`src/rtl/gcd_controller.sv`:
```
// gcd_controller: control FSM for the GCD unit.
// Accepts an operand pair, iterates compare/subtract through an external
// registered subtractor stage, and returns the GCD over a valid/ready handshake.
// Optional build macro: GCD_ITER_CNT_EN adds a saturating iteration counter
// output (iter_cnt) that counts subtract iterations for the current operation.
module gcd_controller #(
    parameter int W = 8
) (
    input  logic         clk,
    input  logic         rst,
    input  logic         in_valid,
    output logic         in_ready,
    input  logic [W-1:0] in_a,
    input  logic [W-1:0] in_b,
    output logic         out_valid,
    input  logic         out_ready,
    output logic [W-1:0] out_gcd,
    output logic [1:0]   sub_cmd,
    output logic [W-1:0] sub_a,
    output logic [W-1:0] sub_b,
    input  logic [W-1:0] sub_aout,
    input  logic [W-1:0] sub_bout
`ifdef GCD_ITER_CNT_EN
    ,
    output logic [15:0]  iter_cnt
`endif
);

    typedef enum logic [1:0] {
        S_IDLE = 2'd0,
        S_CMP  = 2'd1,
        S_WAIT = 2'd2,
        S_DONE = 2'd3
    } state_t;

    localparam logic [1:0] CMD_A_GT_B = 2'b00;
    localparam logic [1:0] CMD_A_LT_B = 2'b01;
    localparam logic [1:0] CMD_HOLD   = 2'b10;

    state_t         state_reg, state_next;
    logic [W-1:0]   a_reg, a_next;
    logic [W-1:0]   b_reg, b_next;
    logic [W-1:0]   gcd_reg, gcd_next;
    logic           accept;

    // State and working registers; reset aborts any operation in flight.
    always_ff @(posedge clk) begin
        if (rst) begin
            state_reg <= S_IDLE;
            a_reg     <= '0;
            b_reg     <= '0;
            gcd_reg   <= '0;
        end else begin
            state_reg <= state_next;
            a_reg     <= a_next;
            b_reg     <= b_next;
            gcd_reg   <= gcd_next;
        end
    end

    // Next-state, working-register updates and subtractor command.
    always_comb begin
        state_next = state_reg;
        a_next     = a_reg;
        b_next     = b_reg;
        gcd_next   = gcd_reg;
        sub_cmd    = CMD_HOLD;
        in_ready   = 1'b0;
        out_valid  = 1'b0;
        accept     = 1'b0;
        unique case (state_reg)
            S_IDLE: begin
                in_ready = 1'b1;
                if (in_valid) begin
                    accept     = 1'b1;
                    a_next     = in_a;
                    b_next     = in_b;
                    state_next = S_CMP;
                end
            end
            S_CMP: begin
                // Zero operands short-circuit before the magnitude compare.
                if ((a_reg == '0) || (b_reg == '0)) begin
                    gcd_next   = a_reg | b_reg;
                    state_next = S_DONE;
                end else if (a_reg == b_reg) begin
                    gcd_next   = a_reg;
                    state_next = S_DONE;
                end else if (a_reg > b_reg) begin
                    sub_cmd    = CMD_A_GT_B;
                    state_next = S_WAIT;
                end else begin
                    sub_cmd    = CMD_A_LT_B;
                    state_next = S_WAIT;
                end
            end
            S_WAIT: begin
                // Subtractor output registered on the CMP->WAIT edge is valid now.
                a_next     = sub_aout;
                b_next     = sub_bout;
                state_next = S_CMP;
            end
            S_DONE: begin
                out_valid = 1'b1;
                if (out_ready) begin
                    state_next = S_IDLE;
                end
            end
            default: begin
                state_next = S_IDLE;
            end
        endcase
    end

    assign sub_a   = a_reg;
    assign sub_b   = b_reg;
    assign out_gcd = gcd_reg;

`ifdef GCD_ITER_CNT_EN
    logic [15:0] cnt_reg;
    logic        enter_wait;

    assign enter_wait = (state_reg == S_CMP) && (state_next == S_WAIT);

    // Iteration counter: cleared per accepted pair, saturating increment per subtract.
    always_ff @(posedge clk) begin
        if (rst || accept) begin
            cnt_reg <= '0;
        end else if (enter_wait && (cnt_reg != 16'hFFFF)) begin
            cnt_reg <= cnt_reg + 16'd1;
        end
    end

    assign iter_cnt = cnt_reg;
`else
    logic unused_accept;
    assign unused_accept = accept;
`endif

endmodule
```
`config.mk`:
```
export PLATFORM = sky130hd
export DESIGN_NAME = gcd_controller
export DESIGN_NICKNAME = d
export VERILOG_FILES = /design/src/rtl/gcd_controller.sv
export SDC_FILE = /design/constraint.sdc
export NUM_CORES = 1
export LEC_CHECK = 0
export BUFFER_PORTS_ARGS = -buffer_cell sky130_fd_sc_hd__buf_2
export CORE_ASPECT_RATIO = 0.75
export CORE_UTILIZATION = 50
export DETAILED_ROUTE_END_ITERATION = 8
export GPL_ROUTABILITY_DRIVEN = 0
export PLACE_DENSITY = 0.8
export SETUP_SLACK_MARGIN = 0.2
export SYNTH_ARGS = -nofsm -noshare
export SYNTH_HDL_FRONTEND = slang
export SYNTH_SLANG_ARGS = --single-unit
export TNS_END_PERCENT = 1
```
`constraint.sdc`:
```
create_clock -name clk -period 2.5 [get_ports clk]
set_input_delay 0.125 -clock clk [delete_from_list [all_inputs] [get_ports clk]]
set_output_delay 0.125 -clock clk [all_outputs]
set_load 0.05 [all_outputs]
```
* After elaboration in Yosys (flattened, before gate mapping) *
Cells that the tools add are included.

word-level totals
  input port bits = 36
  output and inout bits = 28
  flip-flop bits (word level) = 26

cells by class
  equal/unequal tests = 6
  multiplexer cells = 17
  bitwise operators = 1
  reduce and logical (&&, ||, !) cells = 9
  magnitude comparators = 1

operator list
  kind                                            number
  2-to-1 mux 8 bit                                4
  case mux 8 bit (2 select lines)                 2
  logical NOT 8 bit                               2
  2-to-1 mux 2 bit                                5
  == test 8 bit                                   1
  greater-than comparator 8 bit                   1
  OR 8 bit                                        1
  case mux 2 bit (4 select lines)                 1
  AND reduction 2 bit                             3
  2-to-1 mux 1 bit                                5
  == test 2 bit (second input constant)           2
  != test 2 bit (second input constant)           2
  nonzero test 2 bit                              2
  == test 2 x 1 -> 1 bit (second input constant)  1
  logical NOT 2 bit                               1
  logical OR 1 bit                                1

* Logic depth before layout (Yosys ltp) *
  word-level depth = 5
  gate-level depth with buffers = 7
  depth with buffers taken out = 6

* Least setup slack after synthesis *
No wires, ideal clock.

  path type = register to output
  start point = register a_reg[5] (netlist: sub_a[5])
  end point = output port sub_cmd[0]
  required time = 2375 ps
  arrival = 4805 ps
  buffers on the path = 1
  stages on the path, launching flop included = 8
  path slack = -2430 ps
  cell sequence = dfxtp_1 inv_1 ha_1 or4_4 nand2b_4 clkbuf_1 nand4_1 a2111oi_0

on the way
  longest elaborated chain between the ends = 5

ends and longest elaborated chain
  item                           line  RTL
  from (decl)                    41    logic [W-1:0] a_reg, a_next;
  from (signal assigned)         55    a_reg <= a_next;
  greater-than comparator 8 bit  89    end else if (a_reg > b_reg) begin
  2-to-1 mux 1 bit               89
  2-to-1 mux 2 bit               86    end else if (a_reg == b_reg) begin
  2-to-1 mux 2 bit (*)           83    if ((a_reg == '0) || (b_reg == '0)) begin
  2-to-1 mux 2 bit (*)           71    unique case (state_reg)
  to (decl)                      18    output logic [1:0] sub_cmd,

Mark *: on every way between the ends. The rest lies on a longest branch, timed or not.

* Worst setup path after layout *
  start point = register a_reg[2] (netlist: sub_a[2])
  end point = output port sub_cmd[0]

Same word-level chain as after synthesis.

==> metrics.txt <==
run status finished, final reports clean; num ports 64; Crit Path Category register to primary output; # fillers 281; Buf/Inv on CP 2; Syn Inst Count 229; standard-cell row count 18; RR Startpoint sub_a[4]; most numerous cell in the Yosys netlist nand2_1; mean post-synth cell area 7.753 um2; LEAKAGE 0.001041 uW; Max Clk Rate 0.4430 GHz; Slew @ Worst Pin 682.1 ps; gr usage total 25.10%; placed cells 320; number of global-route vias before repair 1635; RSZ-0062 raised after global routing yes; die width 70.81 um; worst path required time 2380 ps; largest net degree at the start of global routing 28; Worst-Skew Late Latency 270 ps; Worst Clk Skew 8.932 ps; Post-synth top cells 27 x nand2_1, 26 x dfxtp_1, 26 x nor2_1; dominant cell type by area after synthesis dfxtp_1; antenna violations before repair 0; CP max-delay cell or4_1; Final Cycle Share 90.29%; core area 3333 um2; CP endpoint kind primary output; Worst path max stage delay 540 ps; Fin. Hold Viols 0; max-slew violation total from the final report 0; Max Buffers Root-to-Sink 2; hpwl dp 3329 um; vias 1793; Overall Power 1587 uW; R2R Setup Slk 260 ps; CP delay by family, top simple AND/OR/NAND/NOR gates; hold path depth 3; Synth Register Bits 26; chip height 53.61 um; Slew headroom 54.36%; clock transition at the registers of the reported paths 90 ps; CTS buffer count 3; crit path cell chain inv_1 -> ha_1 -> or4_1 -> a31oi_2 -> a2111oi_4 -> buf_6; antenna cell count 0; VDD IR max 0.4298 mV; GRT overflow 0; power density over cell area 682.8 nW/um2; H-tree levels 1; syn nets 281; Starting Density 53.27%; Area contributors post-synth dfxtp_1 29%, ha_1 11%, nor2b_1 6.3%; Vias per Instance 5.500; 1st-pass router iterations 4; WL final 4527 um; HP Class primary input to register; Hold Path Sink sub_a[6]; DRT iter0 DRCs 125; Root Driver clkbuf_8; synth warn 0; prevailing post-synth register cell dfxtp_1; layout cells sized above 1 39.51%; register area share after synthesis 29.32%; nets 339; endpoints failing setup 0; r2r worst-path depth 6; Synth Cell Area 1775 um2; first-pass GRT wire length 7369 um; Worst EP arrival 2130 ps; non-filler cells, final 326; Antenna Nets Post-Route 0; FFs w/ async S/R, synth 0%; IO Port Bufs 63; CTS Sinks 26; drt wl/cell 13.89 um; share of the synthesized area in the top cell type 29.32%; Yosys cell types 28; Hold Worst Slack 100.2 ps; HP Start sub_aout[6]; TritonCTS clock tree done; Max-Cap Viols 0; crit-path max FO 6; Residual DRC 0; minimum clock period 2257 ps; FF-to-FF End out_gcd[3]; Post-synth EDFFs 0; area growth from synthesis to layout 30.94%; die area 3796 um2; Startpoint Class register
==> final cells by class <==
type,count,area (um2),area share (%)
Inverter,21,83.83,3.606
Tap cell,40,50.05,2.153
Multi-Input combinational cell,166,1186,51.02
Clock buffer,4,55.05,2.368
Sequential cell,26,580.6,24.97
Timing Repair Buffer,69,369.1,15.88
==> how the worst max path moves through the flow <==
| stage | startpoint | to | slack, ps | cells past startpoint |
|---|---|---|---|---|
| final | sub_a[2] | sub_cmd[0] | 240 | 6 |
| after global routing | sub_a[3] | sub_cmd[0] | 180 | 6 |
| after CTS | sub_a[4] | sub_cmd[0] | 170 | 7 |
| after detailed placement | sub_a[4] | out_gcd[0] | 230 | 6 |
| after global placement | sub_b[4] | out_gcd[2] | 310 | 6 |
| after floorplan | sub_a[7] | sub_cmd[0] | -130 | 7 |
==> cells by family after synthesis <==
logic type,Yosys count,share of synthesized area (%)
compound gates,58,26.08
fa+ha+maj,16,11.28
buf+inv,37,7.823
flops,26,29.32
simple gates,92,25.51
==> timing repair <==
action	CTS	global route
pin swaps	0	0
hold buffers	0	0
setup endpoints to repair	2	10
gates resized for setup	1	6
gates cloned	0	0
buffers inserted	0	2
==> metrics by stage <==
step / setup WS, ps / utilization [%] / area (um2) / setup TNS [ps]
finish: 242.8 / 69.74 / 2325 / 0
global route: 175.7 / 69.74 / 2325 / 0
CTS: 174.5 / 68.69 / 2290 / 0
detailed placement: 232.0 / 66.97 / 2232 / 0
global placement: 310.4 / 66.97 / 2232 / 0
floorplan: -131.3 / - / 1907 / -131.3
==> cells in the final DEF (no fill, tap or decap), types with 2 or more instances in the layout <==
cell,count
dfxtp_4,16
o21bai_1,2
ha_1,13
o31ai_1,7
inv_2,6
nor3_1,8
buf_4,7
ha_4,3
nor2_1,26
inv_4,2
a41oi_1,8
a21boi_0,8
nand2_1,26
clkbuf_8,4
inv_1,13
and2_1,3
buf_2,61
nor4_1,4
o221a_2,5
a311oi_1,11
dfxtp_1,10
a21oi_1,12
nor2b_1,18
==> routing by layer <==
| layer | global-route usage, % | wire length [um] | vias to the layer above |
|---|---|---|---|
| li1 | - | - | 932 |
| met3 | 4.869 | 191 | 4 |
| met1 | 32.22 | 2274 | 801 |
| met2 | 44.87 | 2031 | 56 |
| met4 | 5.333 | 29 | 0 |
| met5 | 0 | 0 | - |
==> worst reg2reg max path: stages (launching register included) <==
cell and delay [ps]:
dfxtp_4 400, inv_2 50, ha_1 270, or4_4 540, nand2b_4 180, a311o_4 470
o31ai_1 250
==> where the power goes <==
group / switching, uW / internal (uW) / total (uW) / leakage, uW
registers: 66.9 / 479 / 546 / 0.000224
clock network: 133 / 141 / 274 / 0.0000288
logic: 505 / 263 / 768 / 0.000788
total: 705 / 882 / 1590 / 0.00104
Note: power is estimated with default switching activity, not from simulation.
